[src/rtl/instr_prefetch_buffer.sv]
// Instruction prefetch queue: streams sequential ROM words into a FIFO
// and hands them to the core over valid/ready, flushing on redirect.
module instr_prefetch_buffer #(
  parameter int          DEPTH    = 4,
  parameter logic [31:0] RESET_PC = 32'h0000_0000
) (
  input  logic        clk,
  input  logic        reset,
  output logic        rom_req,
  output logic [31:0] rom_addr,
  input  logic [31:0] rom_data,
  output logic        instr_valid,
  input  logic        instr_ready,
  output logic [31:0] instr_data,
  output logic [31:0] instr_pc,
  input  logic        redirect,
  input  logic [31:0] redirect_pc
);

  localparam int AW = $clog2(DEPTH);
  localparam int CW = $clog2(DEPTH + 1);
  localparam logic [CW:0]   DEPTH_C = (CW+1)'(DEPTH);
  localparam logic [CW-1:0] FULL_C  = CW'(DEPTH);

  typedef logic [AW-1:0] ptr_t;

  logic [31:0] fetch_pc;
  logic [31:0] inflight_pc;
  logic        inflight;
  logic [CW-1:0] count;
  ptr_t        head;
  ptr_t        tail;
  logic [31:0] mem_data [DEPTH];
  logic [31:0] mem_pc   [DEPTH];

  logic        pop;
  logic        push;
  logic        issue;
  logic [CW:0] occ;

  function automatic ptr_t ptr_inc(input ptr_t p);
    return (p == ptr_t'(DEPTH - 1)) ? '0 : p + 1'b1;
  endfunction

  assign pop  = instr_valid & instr_ready & ~redirect;
  assign push = inflight & ~redirect;

  // Credit: queued + in-flight words after this cycle's pop must leave room.
  assign occ = {1'b0, count}
             + {{CW{1'b0}}, inflight}
             - {{CW{1'b0}}, pop};

  assign issue = reset & ~redirect & (occ < DEPTH_C);

  assign rom_req     = issue;
  assign rom_addr    = fetch_pc;
  assign instr_valid = (count != '0);
  assign instr_data  = mem_data[head];
  assign instr_pc    = mem_pc[head];

  always_ff @(posedge clk or negedge reset) begin
    if (!reset) begin
      fetch_pc    <= RESET_PC;
      inflight_pc <= '0;
      inflight    <= 1'b0;
    end else if (redirect) begin
      fetch_pc <= {redirect_pc[31:2], 2'b00};
      inflight <= 1'b0;
    end else begin
      inflight <= issue;
      if (issue) begin
        fetch_pc    <= fetch_pc + 32'd4;
        inflight_pc <= fetch_pc;
      end
    end
  end

  always_ff @(posedge clk or negedge reset) begin
    if (!reset) begin
      count <= '0;
      head  <= '0;
      tail  <= '0;
    end else if (redirect) begin
      count <= '0;
      head  <= '0;
      tail  <= '0;
    end else begin
      if (push) tail <= ptr_inc(tail);
      if (pop)  head <= ptr_inc(head);
      case ({push, pop})
        2'b10:   count <= count + 1'b1;
        2'b01:   count <= count - 1'b1;
        default: count <= count;
      endcase
    end
  end

  always_ff @(posedge clk or negedge reset) begin
    if (!reset) begin
      for (int i = 0; i < DEPTH; i++) begin
        mem_data[i] <= '0;
        mem_pc[i]   <= '0;
      end
    end else if (push) begin
      mem_data[tail] <= rom_data;
      mem_pc[tail]   <= inflight_pc;
    end
  end

  a_no_overflow: assert property (
    @(posedge clk) disable iff (!reset)
    !(push && count == FULL_C)
  );

endmodule

[config.mk]
export PLATFORM = sky130hd
export DESIGN_NAME = instr_prefetch_buffer
export DESIGN_NICKNAME = d
export VERILOG_FILES = /design/src/rtl/instr_prefetch_buffer.sv
export SDC_FILE = /design/constraint.sdc
export NUM_CORES = 1
export LEC_CHECK = 0
export ABC_AREA = 1
export BUFFER_PORTS_ARGS = -buffer_cell sky130_fd_sc_hd__buf_4
export CAP_MARGIN = 20
export CELL_PAD_IN_SITES_DETAIL_PLACEMENT = 0
export CELL_PAD_IN_SITES_GLOBAL_PLACEMENT = 1
export CORE_MARGIN = 8
export CORE_UTILIZATION = 45
export DETAILED_ROUTE_END_ITERATION = 8
export GPL_TIMING_DRIVEN = 1
export PLACE_DENSITY_LB_ADDON = 0.1
export SYNTH_ARGS = -nofsm -noshare
export SYNTH_HDL_FRONTEND = slang
export SYNTH_SLANG_ARGS = --single-unit
[constraint.sdc]
create_clock -name clk -period 4.1 [get_ports clk]
set_clock_uncertainty 0.05 [all_clocks]
set_input_delay 0.41 -clock clk [delete_from_list [all_inputs] [get_ports clk]]
set_output_delay 0.41 -clock clk [all_outputs]
set_load 0.02 [all_outputs]
After elaboration in Yosys (flattened, before gate mapping) --
Cells that the tools add are included.
Storage, ports and cells: latch bits 0, memories 0, word-level logic and storage cells 65, RAM bits 0, register bits after elaboration 328, memory bits (read-only) 0
Operators by class: $lt $le $gt $ge 4, shifts and indexed selects 0, add/subtract/negate cells 7, divide/modulo/power cells 0, reductions and logical operators 7, $mul 0, multiplexer cells 21, equality and inequality tests 4, bitwise logic cells 8
Operator list (number):
- $bwmux 128 | 2
- $mux 32 | 7
- $bmux 32 s2 | 2
- $demux 32 s2 | 1
- $add 32x3->32 const B | 1
- $mux 2 | 6
- $eq 2x2->1 const B | 3
- $ge 3x3->1 const B | 2
- $not 2->3 | 2
- $pmux 3 s2 | 1
- $reduce_bool 2->1 | 3
- $reduce_bool 3->1 | 2
- $and 1x1->1 | 5
- $add 2x1->2 const B | 2
- $add 3x1->4 | 1
- $lt 4x3->1 const B | 1
- $sub 4x1->4 | 1
- $add 3x1->3 const B | 1
- $lt 3x1->1 const B | 1
- $mux 3 | 1
- $sub 3x1->3 const B | 1
- $eq 2x1->1 const B | 1
- $reduce_and 2->1 | 1
- $logic_and 1x1->1 | 1
- other kinds (2) | 2

Longest topological paths before layout --
word-level depth 8, mapped depth 18, gate-level depth less buffers 17

Worst setup path after synthesis --
Ideal clock, no wire load.
kind reg-to-output, start register count[1], end output port rom_req, arrival 2.191 ns, buffers on the path 1, cell stages (with the launch flop) 15, setup slack 1.449 ns, path through dfrtp_1 -> inv_1 -> nand3_1 -> nand2_1 -> nor2_1 -> ha_1 -> inv_1 -> ha_1 -> inv_1 -> nor2_1 -> nand2_2 -> nand3_1 -> nand2_1 -> nor2_2 -> buf_2
On the way: cells in the longest elaborated chain, start to end 6, elaborated cells on any way between the ends 7
Ends and longest elaborated chain:
- start, declared | RTL line 30 | logic [CW-1:0] count;
- start signal, assigned | RTL line 91 | 2'b10: count <= count + 1'b1;
- start signal, assigned | RTL line 92 | 2'b01: count <= count - 1'b1;
- start signal, assigned | RTL line 93 | default: count <= count;
- $reduce_bool 3->1 | RTL line 57 | assign instr_valid = (count != '0);
- net instr_valid | RTL line 12 | output logic instr_valid,
- $and 1x1->1 (2 in series) | RTL line 45 | assign pop = instr_valid & instr_ready & ~redirect;
- $sub 4x1->4 | RTL line 51 | - {{CW{1'b0}}, pop};
- $lt 4x3->1 | RTL line 53 | assign issue = reset & ~redirect & (occ < DEPTH_C);
- $and 1x1->1 | RTL line 53
- end, declared | RTL line 9 | output logic rom_req,
The timed path passes the listed nets, and every way through them passes these cells.

Worst setup path in the final report --
start register count[1], end output port rom_req
On the way: cells in the longest elaborated chain, start to end 6, elaborated cells on any way between the ends 7
Ends and longest elaborated chain (RTL line):
- parallel branches: the longest is 3 deep, another holds $add 3x1->4
- $sub 4x1->4 (*) | 51
- $lt 4x3->1 (*) | 53
- $and 1x1->1 (*) | 53
Mark *: on every way between the ends.

==> run_results.csv <==
group,metric,value,unit
place,placedCellCount,2299,
sta,holdWs,44.2,ps
synth,synth_warnings,0,
cells_and_area,nets,1975,
global_routing,antenna_found_initial,0,
pwr,internal_power,7.55,mW
sta,fin_setup_tns,0,ps
setup_path,critPathCaptureType,"output port",
place,gp_congestion,0.921,
clock_network,cts_resized,0,
clock_network,clkLatencyLatePin,530,ps
pwr,p_comb_share,35.9,%
clock_network,cts-root-buf,"clkbuf_16",
pwr,power.total,12.2,mW
sta,max_freq,303,MHz
sta,maxSlewViolCount,0,
global_routing,grt_overflow,0,
detailed_routing,drtAntennaViolNets,0,
synth,synth_top_cell_by_area,"dfrtp_1",
clock_network,clk_pin_slew,70,ps
pwr,p_sw,4.70,mW
pwr,p_clk_share,26.8,%
place,place_area,0.0161,mm2
job,cap_violations,0,
pwr,ir_drop,0.375,mV
global_routing,grt_usage,20.9,%
synth,avgSynthCellArea,8.24,um2
status,outcome,"completed",
setup_path,worstPathArrival,2840,ps
sta,fin_ws,796,ps
clock_network,cts.sinks,316,
cells_and_area,synthToLayoutAreaGrowth,18.2,%
pwr,swShare,38.4,%
synth,synth.top_cells.by_area,"dfrtp_1 (54%), o21ai_0 (13%), nand2_1 (12%)",
pwr,leakagePower,8.42,nW
clock_network,ctsHtreeMaxLevel,2,
clock_network,cts_tree,"done",
floorplan,core-area,0.0324,mm2
global_routing,grt_pass1_wl,66100,um
sta,post-route-period-util,80.6,%
cells_and_area,stdcell_count,2365,
setup_path,crit_path_start,"count[1]$_DFFE_PN0P_",
sta,min_period,3300,ps
setup_path,required,3640,ps
sta,tightest_slew,806,ps
detailed_routing,viasPerCell,5.15,
floorplan,fp.dieH,197,um
place,io_buffers,159,
min_path,holdCritPathClass,"in -> reg",
synth,netlist_instances,1785,
detailed_routing,drc,0,
detailed_routing,wl,39900,um
sta,setup_viol,0,
synth,synth.distinct_cells,31,
floorplan,start_util,45.4,%
synth,synthDominantCellAreaShare,53.8,%
global_routing,first_global_vias,12149,
place,place_ws,1300,ps
synth,synth-seq-area-share,53.8,%
synth,ys_seq_elements,316,
sta,rsz0062_at_grt,"no",
cells_and_area,fin_util,53.7,%
clock_network,clock_path_buffers,3,
setup_path,startpoint_type,"register",
clock_network,cts_made_buffers,36,
detailed_routing,drt_iter0_drc,876,
place,dp_hpwl,25600,um
sta,slew_headroom,46.2,%
sta,hold_viol,0,
floorplan,rows,66,
global_routing,grt_max_degree,105,
cells_and_area,nFillCells,3122,
detailed_routing,dr.pass1.iters,5,
pwr,powerDensity,705,mW/mm2
detailed_routing,vias,12176,
cells_and_area,design_area,0.0174,mm2
detailed_routing,post_drt_wl_per_cell,16.9,um
min_path,worst_hold_startpoint,"redirect_pc[18]",
floorplan,die_w,197,um
synth,synth_area,0.0147,mm2
setup_path,worstSetupPathType,"reg -> out",
pwr,pwr-share-seq,37.2,%
setup_path,cp_max_fo,12,
floorplan,ioPinCount,166,
cells_and_area,post_route_cells_drive_above_1_share,16.0,%
floorplan,die_area,0.0387,mm2
setup_path,rr_startpoint,"count[1]$_DFFE_PN0P_",
cells_and_area,antenna_cells,0,
[critical path, cell delays in order, from the launching register on]
cell,delay [ps]
dfrtp_1,390
inv_1,100
nand3_1,120
nand2_1,140
nor2_1,200
ha_1,180
inv_1,40
ha_1,300
inv_1,40
nor2_1,100
nand2_2,80
nand3_1,70
nand2_1,80
nor2_2,110
buf_4,200
buf_4,170
[repair_timing]
| action | 4_1_cts | 5_1_grt |
|---|---|---|
| endpoints found under the hold margin | 73 | 0 |
| hold buffers | 1 | 0 |
| setup buffers | 0 | 0 |
[sequential cells by signal, summed over array words and instances, names as in the netlist]
register	flops
inflight	1
tail	2
inflight_pc	30
head	2
count	3
mem_data	128
rom_addr	30
mem_pc	120
[area by class of cell]
class / count / area (um2) / area share, %
flip-flops and latches: 316 / 7910 / 45.5
well taps: 442 / 553 / 3.18
inverters: 113 / 425 / 2.45
repair buffers: 184 / 1420 / 8.15
clock inverters: 17 / 190 / 1.09
clock buffers: 48 / 1040 / 5.96
multi-input cells: 1245 / 5840 / 33.6
[layout by cell type, fill, tap and decap left out, types with 4 or more instances in the layout]
master / Yosys / routed
o21ai_2: 11 / 11
inv_2: 4 / 5
xor2_1: 7 / 7
inv_1: 107 / 106
clkbuf_16: 0 / 36
o21ai_1: 25 / 25
nand2_4: 2 / 6
clkbuf_8: 0 / 9
dfrtp_1: 316 / 314
o22ai_1: 62 / 62
nand3_2: 15 / 15
conb_1: 1 / 4
o21ai_0: 393 / 393
ha_1: 10 / 10
nor2_2: 7 / 7
nand2_1: 455 / 454
nor2_1: 177 / 177
buf_4: 7 / 180
nand3_1: 51 / 51
nand2_2: 17 / 14
clkinv_2: 0 / 12
[Yosys cell counts]
| cell type | instances |
|---|---|
| nand4_1 | 3 |
| o21ai_1 | 25 |
| nor2_2 | 7 |
| o22ai_1 | 62 |
| xnor2_1 | 1 |
| buf_12 | 1 |
| clkbuf_1 | 60 |
| clkinv_1 | 2 |
| inv_2 | 4 |
| xor2_1 | 7 |
| buf_6 | 2 |
| o21ai_2 | 11 |
| nor2_4 | 1 |
| conb_1 | 1 |
| dfrtp_1 | 316 |
| ha_1 | 10 |
| buf_4 | 7 |
| nand3_1 | 51 |
| nand2_1 | 455 |
| nand2_4 | 2 |
| inv_1 | 107 |
| nand3_2 | 15 |
| nor2_8 | 1 |
| buf_8 | 2 |
| buf_2 | 42 |
| o21ai_0 | 393 |
| nand3b_1 | 1 |
| nand2_2 | 17 |
| a21oi_1 | 1 |
| nor2_1 | 177 |
| fa_1 | 1 |
[power by group through the flow]
stage / sequential, mW / clock [mW] / combinational, mW
after detailed placement: 4.60 / 0 / 4.46
after global routing: 4.67 / 3.49 / 4.94
after floorplan: 4.47 / 0 / 2.81
after global placement: 4.59 / 0 / 4.42
final: 4.56 / 3.29 / 4.40
after CTS: 4.55 / 3.36 / 4.48
[layer usage]
layer,wire length (um),global-route usage (%)
met1,18800,28.8
met2,18400,34.3
met3,2200,3.82
met4,553,4.32
met5,0,0
[path summary, 6_finish.rpt]
| kind | to | slack (ps) | cells after the start |
|---|---|---|---|
| max | rom_req | 800 | 15 |
| max in group asynchronous | mem_data[95]$_DFFE_PN0P_ | 1780 | 4 |
| min in group asynchronous | mem_data[105]$_DFFE_PN0P_ | 400 | 2 |
| min | rom_addr[18]$_DFFE_PN0P_ | 40 | 3 |
| max reg2reg | inflight_pc[14]$_DFFE_PN0P_ | 1310 | 16 |
| min reg2reg | mem_data[88]$_DFFE_PN0P_ | 430 | 2 |
[cell families (layout without fill, tap and decap cells)]
kind of cell	after synthesis	count (layout)	share of synthesized area [%]
AOI/OAI and AO/OA	492	492	17.6
xor gates and xnor gates	8	8	0.477
adders and majority gates	11	11	0.987
buffers and inverters	227	362	6.70
DFF	316	316	53.8
other	1	4	0.0255
and+or+nand+nor	730	730	20.5
No activity file was read; power rests on OpenSTA's default activity.
